**config.mk**
```make
export PLATFORM = sky130hd
export DESIGN_NAME = shift_transmitter
export DESIGN_NICKNAME = d
export VERILOG_FILES = /design/src/rtl/shift_tx_pkg.sv /design/src/rtl/shift_tx_bit_counter.sv /design/src/rtl/shift_transmitter.sv
export SDC_FILE = /design/constraint.sdc
export NUM_CORES = 1
export LEC_CHECK = 0
export CAP_MARGIN = 20
export CELL_PAD_IN_SITES_DETAIL_PLACEMENT = 1
export CELL_PAD_IN_SITES_GLOBAL_PLACEMENT = 1
export CORE_AREA = 5 5 42 44
export CTS_CLUSTER_DIAMETER = 40
export DETAILED_ROUTE_END_ITERATION = 16
export DIE_AREA = 0 0 47 49
export PLACE_DENSITY_LB_ADDON = 0.1
export SYNTH_ARGS = -nofsm -noshare
export SYNTH_HDL_FRONTEND = slang
export SYNTH_SLANG_ARGS = --single-unit
export TNS_END_PERCENT = 5
```
**constraint.sdc**
```tcl
create_clock -name clock -period 2 [get_ports clock]
set_input_delay 0.4 -clock clock [delete_from_list [all_inputs] [get_ports clock]]
set_output_delay 0.4 -clock clock [all_outputs]
set_load 0.02 [all_outputs]
```
**src/rtl/shift_tx_pkg.sv**
```systemverilog
// Shared types and constants for the LSB-first serial transmitter.
// Optional parity frame bit is enabled by defining SHIFT_TX_PARITY_EN.
package shift_tx_pkg;

    // Transmitter states; PARITY is only reached when the parity bit is built in.
    typedef enum logic [1:0] {
        IDLE   = 2'd0,
        SHIFT  = 2'd1,
        PARITY = 2'd2
    } tx_state_t;

    // Word length matching the 4-bit serial-in/parallel-out receiver.
    localparam int unsigned SHIFT_TX_DEFAULT_WIDTH = 4;

    // Bits needed to count down from WIDTH-1 to 0; at least one bit.
    function automatic int unsigned cnt_width(input int unsigned width);
        return (width < 2) ? 1 : $clog2(width);
    endfunction

endpackage : shift_tx_pkg

```
**src/rtl/shift_tx_bit_counter.sv**
```systemverilog
// Loadable down-counter tracking the remaining data bits of the current word.
// Loads WIDTH-1 on a new word and stops at zero; flags zero and one.
module shift_tx_bit_counter
    import shift_tx_pkg::*;
#(
    parameter  int unsigned WIDTH = SHIFT_TX_DEFAULT_WIDTH,
    localparam int unsigned CNT_W = cnt_width(WIDTH)
) (
    input  logic clock,
    input  logic reset,
    input  logic load_i,
    input  logic dec_i,
    output logic zero_o,
    output logic one_o
);

    localparam logic [CNT_W-1:0] LOAD_VALUE = CNT_W'(WIDTH - 1);

    logic [CNT_W-1:0] count_q;

    // Count register: load has priority, decrement saturates at zero.
    always_ff @(posedge clock or posedge reset) begin
        if (reset) begin
            count_q <= '0;
        end else if (load_i) begin
            count_q <= LOAD_VALUE;
        end else if (dec_i && (count_q != '0)) begin
            count_q <= count_q - CNT_W'(1);
        end
    end

    // Status flags consumed by the transmitter FSM.
    always_comb begin
        zero_o = (count_q == '0);
        one_o  = (count_q == CNT_W'(1));
    end

endmodule : shift_tx_bit_counter

```
**src/rtl/shift_transmitter.sv**
```systemverilog
// Parallel-in, serial-out transmitter: accepts a word on a valid/ready
// handshake and sends it LSB first, one bit per clock, with frame and
// last_bit markers allowing gapless back-to-back words.
// Define SHIFT_TX_PARITY_EN to append an even-parity bit after each word.
module shift_transmitter
    import shift_tx_pkg::*;
#(
    parameter int unsigned WIDTH = SHIFT_TX_DEFAULT_WIDTH
) (
    input  logic             clock,
    input  logic             reset,
    input  logic [WIDTH-1:0] data_in,
    input  logic             load_valid,
    output logic             load_ready,
    output logic             serial_out,
    output logic             frame,
    output logic             last_bit
);

`ifdef SHIFT_TX_PARITY_EN
    // With parity, the final data bit is not the last frame bit.
    localparam logic LAST_ON_DATA = 1'b0;
`else
    localparam logic LAST_ON_DATA = 1'b1;
`endif

    tx_state_t        state_q;
    logic [WIDTH-1:0] shift_q;
    logic             serial_q;
    logic             frame_q;
    logic             last_q;
`ifdef SHIFT_TX_PARITY_EN
    logic             parity_q;
`endif

    logic cnt_zero;
    logic cnt_one;
    logic load_fire;
    logic cnt_dec;

    // Ready in IDLE and in the final bit cycle so the next word follows without a gap.
    always_comb begin
        load_ready = 1'b0;
        case (state_q)
            IDLE:   load_ready = 1'b1;
`ifdef SHIFT_TX_PARITY_EN
            SHIFT:  load_ready = 1'b0;
            PARITY: load_ready = 1'b1;
`else
            SHIFT:  load_ready = cnt_zero;
`endif
            default: load_ready = 1'b0;
        endcase
    end

    // Handshake and counter controls.
    always_comb begin
        load_fire = load_valid && load_ready;
        cnt_dec   = (state_q == SHIFT) && !cnt_zero;
    end

    shift_tx_bit_counter #(
        .WIDTH (WIDTH)
    ) u_bit_counter (
        .clock  (clock),
        .reset  (reset),
        .load_i (load_fire),
        .dec_i  (cnt_dec),
        .zero_o (cnt_zero),
        .one_o  (cnt_one)
    );

    // FSM with registered serial outputs; a load on any ready cycle starts a new word.
    always_ff @(posedge clock or posedge reset) begin
        if (reset) begin
            state_q  <= IDLE;
            shift_q  <= '0;
            serial_q <= 1'b0;
            frame_q  <= 1'b0;
            last_q   <= 1'b0;
`ifdef SHIFT_TX_PARITY_EN
            parity_q <= 1'b0;
`endif
        end else if (load_fire) begin
            state_q  <= SHIFT;
            shift_q  <= data_in;
            serial_q <= data_in[0];
            frame_q  <= 1'b1;
            last_q   <= 1'b0;
`ifdef SHIFT_TX_PARITY_EN
            parity_q <= ^data_in;
`endif
        end else begin
            case (state_q)
                SHIFT: begin
                    if (!cnt_zero) begin
                        // Next data bit; the bit shifted into position 0 goes out now.
                        shift_q  <= {1'b0, shift_q[WIDTH-1:1]};
                        serial_q <= shift_q[1];
                        frame_q  <= 1'b1;
                        last_q   <= LAST_ON_DATA & cnt_one;
                    end else begin
`ifdef SHIFT_TX_PARITY_EN
                        // Data done: one extra frame cycle carries the parity bit.
                        state_q  <= PARITY;
                        shift_q  <= '0;
                        serial_q <= parity_q;
                        frame_q  <= 1'b1;
                        last_q   <= 1'b1;
`else
                        state_q  <= IDLE;
                        shift_q  <= '0;
                        serial_q <= 1'b0;
                        frame_q  <= 1'b0;
                        last_q   <= 1'b0;
`endif
                    end
                end
`ifdef SHIFT_TX_PARITY_EN
                PARITY: begin
                    state_q  <= IDLE;
                    shift_q  <= '0;
                    serial_q <= 1'b0;
                    frame_q  <= 1'b0;
                    last_q   <= 1'b0;
                end
`endif
                default: begin
                    state_q  <= IDLE;
                    shift_q  <= '0;
                    serial_q <= 1'b0;
                    frame_q  <= 1'b0;
                    last_q   <= 1'b0;
                end
            endcase
        end
    end

    // Port drivers.
    always_comb begin
        serial_out = serial_q;
        frame      = frame_q;
        last_bit   = last_q;
    end

endmodule : shift_transmitter

```
==> results.toml <==
[status]
outcome = "completed"

[setup_path]
crit_fanout = 4
crit_type = "reg -> out"
crit_required_ns = 1.60
cpPeakStageDelay_ns = 0.41
cp_slowest_cell = "dfrtp_1"
r2r-start = "u_bit_counter.count_q[0]$_DFFE_PP0P_"
end_kind = "output pin"
crit_chain = "inv_1, ha_1, nor2b_4, inv_2, dlygate4sd2_1"
rr_endpoint = "shift_q[3]$_DFF_PP0_"
start_kind = "register"
cp.arrival_ns = 1.47
r2r_setup_slack_ns = 0.67
rr_worst_depth = 6

[placed_design]
dp_hpwl_um = 660
portBuffers = 10
dp_cells = 62
place_congestion = 0.668

[floorplanning]
core_mm2 = 0.00140
io_pins = 11
start_util_pct = 27.7
rows = 14
die_h_um = 49
dieArea_mm2 = 0.00230
die_w_um = 47

[sta]
rsz0062_at_grt = "no"
skew_ns = 0.00507
setup_viol = 0
fin_tns_setup_ns = 0
relSlewSlack_pct = 77.3
min_period_ns = 1.87
drv_slew = 0
hold_viol = 0
finalCritPeriodShare_pct = 93.7
worst_slew_pin_slew_ns = 0.341
max_freq_ghz = 0.533

[flow_run]
max_cap_violations = 0

[power]
vdd_drop_max_mv = 0.481
powerDensity_mw_per_mm2 = 1420
power_w = 0.000772
leakagePower_nw = 0.266

[grt]
grt_max_degree = 10
grt_pass1_wl_mm = 1.42
antenna_found_initial = 0
grt_pass1_vias = 329
track_usage_pct = 9.08
overflow = 0

[cts]
clock_path_buffers = 2
cts_tree = "built"
clock_latency_ns = 0.26
clk_pin_slew_ns = 0.06
numCtsBuffers = 3
root_buffer = "clkbuf_4"
cts.sinks = 9
cts.htree.levels = 1
cts_hold_buf = 0

[synthesis]
syn_nets = 44
synth-warning-count = 0
syn-cell-area_um2 = 388
yosys_register_bits = 9
syn_avg_cell_area_um2 = 11.1
netlist-cell-type-count = 14
syn_inst = 35
seq_area_frac_synth_pct = 58.1

[routing]
dr.pass1.iters = 6
ant_nets = 0
vias = 293
vias_per_cell = 4.44
wl_per_cell_um = 12.8
drcViolationCount = 0
drt_wl_total_um = 842
drt_iter0_drc = 5

[cells_and_area]
drive_gt1_share_pct = 14.0
layout.cells.non_filler = 66
antenna_cells = 0
area_delta_synth_final_pct = 40.0
nets = 60
fin_util_pct = 38.8

[hold_path]
min_path_type = "in -> async"
synth_stat cells, drive strengths merged:
library cell | count | share of area (%)
o21ai | 3 | 3.9
inv | 4 | 3.9
a21oi | 1 | 1.3
buf | 1 | 1.3
nand2b | 2 | 3.2
and3 | 1 | 1.6
nor2b | 1 | 3.5
nor2 | 2 | 1.9
nand2 | 4 | 3.9
nand3b | 3 | 5.8
ha | 2 | 6.5
mux2i | 2 | 5.2
dfrtp | 9 | 58
layout by cell type, fill, tap and decap left out:
cell             n
a21oi_1          1
and3_1           1
buf_4            2
clkbuf_1         1
clkbuf_4         3
clkdlybuf4s50_1  9
dfrtp_1          9
dlygate4sd2_1    1
ha_1             2
inv_1            3
inv_2            1
mux2i_1          2
nand2_1          4
nand2b_1         2
nand3b_1         3
nor2_1           2
nor2b_4          1
o21ai_0          3
worst max-delay path, delay by kind of cell, from the launching register on:
family / cells / cell delay [ns]
buffers and inverters: 3 / 0.42
adder cells (fa/ha/maj): 1 / 0.23
flip-flops: 1 / 0.41
AND/OR/NAND/NOR: 1 / 0.16
per-layer routing:
layer	part of all wire [%]	routed length, µm	up-vias	track usage (%)
li1	-	-	140	-
met5	0	0	-	0
met1	38	322	140	9.68
met4	0.95	8	0	5.53
met2	51	429	11	13.3
met3	9.7	82	2	5.17
repair_timing:
| action | 4_1_cts | 5_1_grt |
|---|---|---|
| endpoints found under the setup margin | 1 | 0 |
| resized for setup | 1 | 0 |
| buffers inserted | 0 | 0 |
final cells by class:
cell class / instances / area, µm²
Timing Repair Buffer: 12 / 114
Fill cell: 163 / 858
Multi-Input combinational cell: 21 / 143
Tap cell: 16 / 20.0
Clock buffer: 4 / 26.3
Sequential cell: 9 / 225
Inverter: 4 / 15.0
where the power goes:
group | total, W | switching [W] | internal (W) | leakage (nW)
Combinational | 0.000344 | 0.000173 | 0.000171 | 0.142
Clock | 0.000137 | 0.0000607 | 0.0000767 | 0.0150
Sequential | 0.000290 | 0.0000390 | 0.000251 | 0.109
Total | 0.000772 | 0.000273 | 0.000499 | 0.266
worst max path at each step:
stage                                                     from    endpoint
after floorplan           u_bit_counter.count_q[0]$_DFFE_PP0P_  load_ready
after global placement    u_bit_counter.count_q[0]$_DFFE_PP0P_  load_ready
after detailed placement  u_bit_counter.count_q[0]$_DFFE_PP0P_  load_ready
after CTS                 u_bit_counter.count_q[0]$_DFFE_PP0P_  load_ready
after global routing      u_bit_counter.count_q[0]$_DFFE_PP0P_  load_ready
final                     u_bit_counter.count_q[0]$_DFFE_PP0P_  load_ready
state kept, by name, summed over array words and instances (netlist names):
register	cells
shift_q	3
frame	1
serial_out	1
last_bit	1
state_q	1
u_bit_counter.count_q	2
per-stage QoR:
| stage | worst slack, ns | instance area [µm²] | hold WS, ns |
|---|---|---|---|
| 2_1_floorplan | 0.718 | 388 | 0.228 |
| 3_3_place_gp | 0.216 | 518 | 0.459 |
| 3_5_place_dp | 0.176 | 518 | 0.482 |
| 4_1_cts | 0.108 | 543 | 0.418 |
| 5_1_grt | 0.0468 | 543 | 0.446 |
| 6_report | 0.125 | 543 | 0.405 |
kinds of logic after synthesis:
logic type | count (synthesis) | share of synthesized area [%]
adder cells (fa/ha/maj) | 2 | 6.45
multiplexers | 2 | 5.16
buffers and inverters | 5 | 5.16
AO/OA/AOI/OAI | 4 | 5.16
AND/OR/NAND/NOR | 13 | 20.0
flip-flops | 9 | 58.1
Note: power is estimated with default switching activity, not from simulation.
